===== config.mk =====
export PLATFORM = sky130hd
export DESIGN_NAME = y_div_seq
export DESIGN_NICKNAME = d
export VERILOG_FILES = /design/src/rtl/y_div_pkg.sv /design/src/rtl/y_div_step.sv /design/src/rtl/y_div_seq.sv
export SDC_FILE = /design/constraint.sdc
export NUM_CORES = 1
export LEC_CHECK = 0
export BUFFER_PORTS_ARGS = -buffer_cell sky130_fd_sc_hd__buf_4
export CORE_ASPECT_RATIO = 0.7
export CORE_MARGIN = 2
export CORE_UTILIZATION = 62
export CTS_CLUSTER_SIZE = 24
export DETAILED_ROUTE_END_ITERATION = 8
export MAX_ROUTING_LAYER = met4
export PLACE_DENSITY = 0.88
export SKIP_CTS_REPAIR_TIMING = 1
export SYNTH_ARGS = -nofsm -noshare
export SYNTH_HDL_FRONTEND = slang
export SYNTH_SLANG_ARGS = --single-unit

===== constraint.sdc =====
create_clock -name clk -period 4.7 [get_ports clk]
set_input_delay 0 -clock clk [delete_from_list [all_inputs] [get_ports clk]]
set_output_delay 0 -clock clk [all_outputs]
set_load 0.01 [all_outputs]

===== src/rtl/y_div_pkg.sv =====
// Shared types and constants for the sequential restoring divider.
package y_div_pkg;

  typedef enum logic [1:0] {
    IDLE = 2'd0,
    CALC = 2'd1,
    DONE = 2'd2
  } state_t;

  localparam int DIV_W_DEF = 32;

  // Quotient reported for a zero divisor.
  localparam logic [DIV_W_DEF-1:0] DZ_QUOT = {DIV_W_DEF{1'b1}};

endpackage


===== src/rtl/y_div_step.sv =====
// One restoring-division step: shift in the next dividend bit, trial-subtract
// the divisor, and keep the difference only when it does not go negative.
module y_div_step
  import y_div_pkg::*;
#(
  parameter int W = DIV_W_DEF
) (
  input  logic [W-1:0] rem,
  input  logic [W-1:0] dvd,
  input  logic [W-1:0] b,
  output logic [W-1:0] rem_next,
  output logic [W-1:0] dvd_next,
  output logic         q_bit
);

  logic [W:0] shifted;
  logic [W:0] trial;

  // The full remainder is kept in the shift so divisors above 2^(W-1) work.
  assign shifted  = {rem, dvd[W-1]};
  assign trial    = shifted - {1'b0, b};
  assign q_bit    = ~trial[W];
  assign rem_next = q_bit ? trial[W-1:0] : shifted[W-1:0];
  assign dvd_next = {dvd[W-2:0], q_bit};

endmodule


===== src/rtl/y_div_seq.sv =====
// Multi-cycle restoring divider, one quotient bit per clock.
// Optional signed (truncating) mode is enabled with the SIGNED_DIV_EN macro.
module y_div_seq
  import y_div_pkg::*;
#(
  parameter int W = DIV_W_DEF
) (
  input  logic         clk,
  input  logic         rst_n,
  input  logic         start,
  input  logic [W-1:0] a,
  input  logic [W-1:0] b,
`ifdef SIGNED_DIV_EN
  input  logic         sgn,
`endif
  output logic         busy,
  output logic         done,
  output logic [W-1:0] q,
  output logic [W-1:0] r,
  output logic         dz
);

  localparam int            CW   = $clog2(W);
  localparam logic [CW-1:0] LAST = CW'(W - 1);

  state_t         state_reg, state_next;
  logic [CW-1:0]  cnt_reg;
  logic [W-1:0]   rem_reg, dvd_reg, b_reg;
  logic [W-1:0]   q_reg, r_reg;
  logic           dz_reg;
  logic           neg_q_reg, neg_r_reg;

  logic [W-1:0]   a_mag, b_mag;
  logic           neg_q_next, neg_r_next;
  logic [W-1:0]   rem_step, dvd_step;
  logic           q_bit;
  logic [W-1:0]   q_final, q_res, r_res;
  logic           last;

`ifdef SIGNED_DIV_EN
  logic neg_a, neg_b;
  always_comb begin
    neg_a      = sgn & a[W-1];
    neg_b      = sgn & b[W-1];
    a_mag      = neg_a ? (~a + 1'b1) : a;
    b_mag      = neg_b ? (~b + 1'b1) : b;
    neg_q_next = neg_a ^ neg_b;
    neg_r_next = neg_a;
  end
`else
  always_comb begin
    a_mag      = a;
    b_mag      = b;
    neg_q_next = 1'b0;
    neg_r_next = 1'b0;
  end
`endif

  y_div_step #(.W(W)) u_step (
    .rem      (rem_reg),
    .dvd      (dvd_reg),
    .b        (b_reg),
    .rem_next (rem_step),
    .dvd_next (dvd_step),
    .q_bit    (q_bit)
  );

  assign last    = (cnt_reg == LAST);
  assign q_final = {dvd_reg[W-2:0], q_bit};
  // Sign fix-up is applied on the way into DONE, so latency is unaffected.
  assign q_res   = neg_q_reg ? (~q_final + 1'b1) : q_final;
  assign r_res   = neg_r_reg ? (~rem_step + 1'b1) : rem_step;

  always_ff @(posedge clk) begin
    if (!rst_n) begin
      state_reg <= IDLE;
    end else begin
      state_reg <= state_next;
    end
  end

  always_comb begin
    state_next = state_reg;
    case (state_reg)
      IDLE: begin
        if (start) begin
          state_next = (b == '0) ? DONE : CALC;
        end
      end
      CALC: begin
        if (last) begin
          state_next = DONE;
        end
      end
      DONE:    state_next = IDLE;
      default: state_next = IDLE;
    endcase
  end

  always_ff @(posedge clk) begin
    if (!rst_n) begin
      cnt_reg   <= '0;
      rem_reg   <= '0;
      dvd_reg   <= '0;
      b_reg     <= '0;
      q_reg     <= '0;
      r_reg     <= '0;
      dz_reg    <= 1'b0;
      neg_q_reg <= 1'b0;
      neg_r_reg <= 1'b0;
    end else begin
      case (state_reg)
        IDLE: begin
          if (start) begin
            cnt_reg   <= '0;
            rem_reg   <= '0;
            dvd_reg   <= a_mag;
            b_reg     <= b_mag;
            neg_q_reg <= neg_q_next;
            neg_r_reg <= neg_r_next;
            if (b == '0) begin
              q_reg  <= {W{DZ_QUOT[0]}};
              r_reg  <= a;
              dz_reg <= 1'b1;
            end
          end
        end
        CALC: begin
          rem_reg <= rem_step;
          dvd_reg <= dvd_step;
          cnt_reg <= cnt_reg + 1'b1;
          if (last) begin
            q_reg  <= q_res;
            r_reg  <= r_res;
            dz_reg <= 1'b0;
          end
        end
        default: ;
      endcase
    end
  end

  assign busy = (state_reg == CALC);
  assign done = (state_reg == DONE);
  assign q    = q_reg;
  assign r    = r_reg;
  assign dz   = dz_reg;

endmodule


# Yosys cells after proc, flatten, opt, wreduce, memory -nomap -nowiden
# Cells that the tools add are included.
# totals
ff_bits	168
elab_cells	47
inputBits	67
output_inout_bits	67
# op_classes
addsub	2
muxes	23
eq_ne	6
reduce_logical	7
n_bitwise	1
# op_table
operator	n
$mux 32	9
$pmux 32 s2	4
$sub 33x32->33	1
$logic_not 32->1	1
$pmux 5 s2	1
$mux 2	3
$reduce_and 2->1	3
$add 5x1->5 const B	1
$eq 5x5->1 const B	1
$mux 5	1
$ne 2x2->1 const B	2
$pmux 2 s2	1
$reduce_and 4->1	1
$mux 1	3
$eq 2x1->1 const B	1
$eq 2x2->1 const B	1
$logic_not 2->1	1
$ne 2x1->1 const B	1
$pmux 1 s2	1
$reduce_bool 2->1	1
$not 1->1	1

# Depth between registers and ports, before layout
# depth
depth_word	4
ltp_mapped	15

# Cells and area by module
# Synthesis repeated with hierarchy kept, for this count alone.
# unflattened
cells_unflattened	1190
area_unflattened_um2	10027.1
# modules_own_cells
module	cells_each	instances	area_each_um2
y_div_seq	853	1	7428.4
y_div_step	337	1	2598.7

# Least setup slack after synthesis
# Ideal clock, no wire load.
# synth_timing
kind	reg-to-reg
from	register dvd_reg[31]
to	register r_reg[9], in the netlist r[9]
synth_period_minus_slack_ns	2.761
n_path_buf	2
required_ns	4.563
setup_slack_ns	1.939
arrival_time_ns	2.625
setup_ns	0.137
stages_incl_launch_ff	16
path_cell_list	dfxtp_1 inv_1 ha_1 inv_1 fa_1 a211oi_2 o211ai_2 and3_4 o211ai_2 a21o_4 and3_4 buf_6 buf_6 nor4_2 a31oi_1 a31oi_1
# synth_between
elab_chain_len	4
# synth_rtl
element	line	text
start, declared	y_div_seq.sv:28	logic [W-1:0] rem_reg, dvd_reg, b_reg;
start signal, assigned	y_div_seq.sv:117	dvd_reg <= a_mag;
start signal, assigned	y_div_seq.sv:130	dvd_reg <= dvd_step;
$sub 33x32->33	y_div_step.sv:21	assign trial = shifted - {1'b0, b};
$mux 32	y_div_step.sv:23	assign rem_next = q_bit ? trial[W-1:0] : shifted[W-1:0];
$mux 32	y_div_seq.sv:132	if (last) begin
$pmux 32 s2	y_div_seq.sv:112	case (state_reg)
end signal, assigned	y_div_seq.sv:134	r_reg <= r_res;
end, declared	y_div_seq.sv:29	logic [W-1:0] q_reg, r_reg;
# No other way between the ends. The select of a mux whose other input is x is not followed.
# A chain may end at the register's enable or synchronous reset.

# Worst setup path after layout
# layout_timing
from	register dvd_reg[31]
to	register r_reg[31], in the netlist r[31]
# The elaborated chain is that of the path after synthesis.

==> qor.json <==
{
  "setup_path": {
    "critPathKind": "register to register",
    "timing.critical_path.buf_inv": 3,
    "critical_path_arrival_ns": 3.99,
    "crit_fanout": 16,
    "critical_path_max_stage_delay_ns": 0.48,
    "critPathTopFamily": "compound AO/OA/AOI/OAI gates",
    "critPathLaunchType": "register",
    "timing.critical_path.required_ns": 5.02,
    "timing.critical_path.cells": "inv_1 -> ha_1 -> inv_1 -> fa_1 -> a211oi_2 -> o211ai_2 -> and3_4 -> o211ai_2 -> a21o_4 -> nand3_1 -> nand2_1 -> buf_4 -> nand2_1 -> a311oi_1",
    "critPathCaptureType": "register",
    "critPathSlowestCell": "nand2_1"
  },
  "layout": {
    "diodes_inserted": 0,
    "post_route_cell_area_mm2": 0.0108,
    "drive_above_1_share": 0.178,
    "design.final.nets": 1321,
    "areaGrowthSynthToFinish_pct": 25.1
  },
  "logic_synthesis": {
    "yosysWarningCount": 0,
    "synth_cells": 1080,
    "synth_largest_type_area_fraction": 0.388,
    "avgSynthCellArea_um2": 8.02,
    "synth.cell_area_mm2": 0.00866,
    "synth-seq-cells": 168,
    "ys_async_sr_fraction": 0,
    "ys_dominant_reg_cell": "dfxtp_1",
    "synth_fp_nets": 1182,
    "synth_area_leaders": "dfxtp_1 39%, nand2_1 6.5%, a21oi_1 5.2%",
    "synth_seq_area_share": 0.388,
    "synth_enable_flop_cells": 0,
    "synth_cell_type_count": 74,
    "synth_area_leader_cell": "dfxtp_1"
  },
  "detailed_routing": {
    "drc": 0,
    "wl_mm": 26.3,
    "dr_total_vias": 8898,
    "vias_per_cell": 6.26,
    "dr.first_iter.drc_count": 870,
    "antenna_left": 0,
    "routedWlPerCell_um": 18.5,
    "first_pass_iters": 6
  },
  "clock_tree": {
    "cts-htree-levels": 4,
    "clkTransAtPathRegs_ns": 0.07,
    "clock-sinks": 168,
    "cts_tree": "built",
    "numCtsBuffers": 17,
    "clk_root_buffer_cell": "clkbuf_16",
    "clock_latency_ns": 0.44,
    "cts.path.max_buffers": 2
  },
  "die": {
    "std_cell_rows": 36,
    "chipHeight_um": 103,
    "initial_core_util": 0.628,
    "floorplan.die.width_um": 145,
    "io_pins": 134,
    "area_of_the_die_mm2": 0.0149,
    "design.core.area_mm2": 0.0138
  },
  "grt": {
    "grt_max_degree": 91,
    "vias_in_the_first_global_route": 7656,
    "grt_overflow": 0,
    "antenna_found_initial": 0,
    "grt_first_pass_wirelength_mm": 38.8,
    "track_usage": 0.332
  },
  "sta": {
    "fin_tns_setup_ns": 0,
    "finClkSkew_ns": 0.0141,
    "hold_viol": 2,
    "setup_viol": 0,
    "period_needed_ns": 3.68,
    "worst_slew_margin_rel": 0.467,
    "grt_setup_unrepaired": "false",
    "final_worst_path_cycle_share": 0.783,
    "worst_pin_slew_ns": 0.799,
    "slew_violations": 0,
    "hold-worst-slack_ns": -0.0223,
    "timing.fmax_ghz": 0.272
  },
  "worst_hold_path": {
    "holdCritPathClass": "input port to register"
  },
  "run_status": {
    "failed_checks": "hold timing",
    "run_status": "finished, violations left"
  },
  "placement": {
    "hpwlAfterDp_mm": 16.7,
    "placed_inst_area_mm2": 0.00963,
    "buffer_ports.inserted": 133,
    "gpl.final_weighted_congestion": 0.959
  },
  "power": {
    "power-per-cell-area_mw_per_mm2": 539,
    "leakagePower_nw": 4.42,
    "peakVddDrop_v": 0.000494
  },
  "job": {
    "cap_violations": 0
  }
}
logic make-up (layout without fill, tap and decap cells):
family                   after synthesis  count (layout)  share of synthesized area
AO/OA/AOI/OAI                        348             348                      0.270
XOR/XNOR                              24              24                     0.0243
adder cells (fa/ha/maj)               35              35                     0.0514
buffers and inverters                127             279                     0.0614
flip-flops                           168             168                      0.388
multiplexers                           6               6                    0.00766
AND/OR/NAND/NOR                      372             372                      0.197
layout make-up:
type,instances,area [µm²]
sequential,168,3360
fill,951,2950
multi-input combinational,785,4790
timing repair buffer,203,1690
inverter,44,166
clock buffer,17,425
clock inverter,15,170
tap,190,238
power by group:
part | leakage (nW) | internal (W) | total, W | switching [W]
combinational | 2.75 | 0.00104 | 0.00274 | 0.00170
clock | 0.290 | 0.000719 | 0.00141 | 0.000686
sequential | 1.37 | 0.00157 | 0.00169 | 0.000123
routing by layer:
layer,wire length [µm],global-route usage,vias up
li1,-,-,4196
met1,11200,0.438,4131
met2,12100,0.511,485
met3,2100,0.0637,86
met4,903,0.132,0
met5,0,-,-
worst paths after layout:
path	start	endpoint	slack (ns)	cells after the start
worst max register to register	dvd_reg[31]$_SDFFE_PN0P_	r[31]$_SDFFE_PN0P_	1.02	14
worst max-delay path	dvd_reg[31]$_SDFFE_PN0P_	r[31]$_SDFFE_PN0P_	1.02	14
worst min register to register	b_reg[3]$_SDFFE_PN0P_	b_reg[3]$_SDFFE_PN0P_	0.46	2
worst min-delay path	a[26]	r[26]$_SDFFE_PN0P_	-0.02	5
cell usage after synthesis, types with 3 or more instances:
library cell / n
a211oi_1: 33
a21boi_0: 9
a21o_1: 16
a21oi_1: 90
a31oi_1: 54
and2_1: 5
and3_1: 3
buf_1: 3
buf_2: 14
buf_6: 4
clkbuf_1: 60
dfxtp_1: 168
ha_1: 34
inv_1: 43
mux2i_1: 4
nand2_1: 150
nand2b_1: 4
nand3_1: 25
nand4_1: 11
nor2_1: 98
nor2b_1: 8
nor3_1: 36
nor4_1: 12
nor4_2: 7
o211ai_1: 8
o211ai_2: 3
o21a_1: 6
o21ai_0: 45
o21ai_1: 10
o221a_2: 10
o22ai_1: 26
o31ai_1: 3
or3_1: 4
xnor2_1: 17
xor2_1: 7
placed cells by master (no fill, tap or decap), drive strengths merged, types with 3 or more instances in the layout:
master / Yosys / final
o31ai: 4 / 4
a21oi: 93 / 93
clkbuf: 60 / 17
ha: 34 / 34
xnor2: 17 / 17
nand2b: 4 / 4
and2: 5 / 5
o221a: 11 / 11
a31oi: 54 / 54
o21a: 6 / 6
or3: 4 / 4
xor2: 7 / 7
a211oi: 35 / 35
a311oi: 3 / 3
buf: 23 / 142
nand2: 150 / 150
nor4: 19 / 19
nor2: 99 / 99
and3: 5 / 5
clkinv: 0 / 6
mux2i: 4 / 4
nor3: 36 / 36
nand4: 11 / 11
o21ai: 55 / 55
a21boi: 10 / 10
inv: 44 / 52
dfxtp: 168 / 168
o22ai: 26 / 26
nor2b: 8 / 8
nand3: 25 / 25
dlygate4sd3: 0 / 61
o211ai: 11 / 11
a21o: 18 / 18
through the flow:
| step | util | hold slack [ns] | total power (W) | instances | setup slack, ns |
|---|---|---|---|---|---|
| finish | 0.786 | -0.0223 | 0.00584 | 1422 | 1.02 |
| global route | 0.786 | 0.00527 | 0.00612 | 1422 | 0.878 |
| CTS | 0.742 | -0.190 | 0.00569 | 1361 | 1.11 |
| detailed placement | 0.699 | 0.266 | 0.00428 | 1329 | 1.24 |
| global placement | 0.699 | 0.261 | 0.00425 | 1329 | 1.38 |
| floorplan | - | 0.136 | 0.00376 | 1080 | 1.94 |
worst reg2reg max path: stages (launching register included):
cell,delay (ns)
dfxtp_1,0.33
inv_1,0.06
ha_1,0.16
inv_1,0.06
fa_1,0.45
a211oi_2,0.30
o211ai_2,0.14
and3_4,0.22
o211ai_2,0.22
a21o_4,0.18
nand3_1,0.15
nand2_1,0.48
buf_4,0.33
nand2_1,0.12
a311oi_1,0.37
Note: power is estimated with default switching activity, not from simulation.
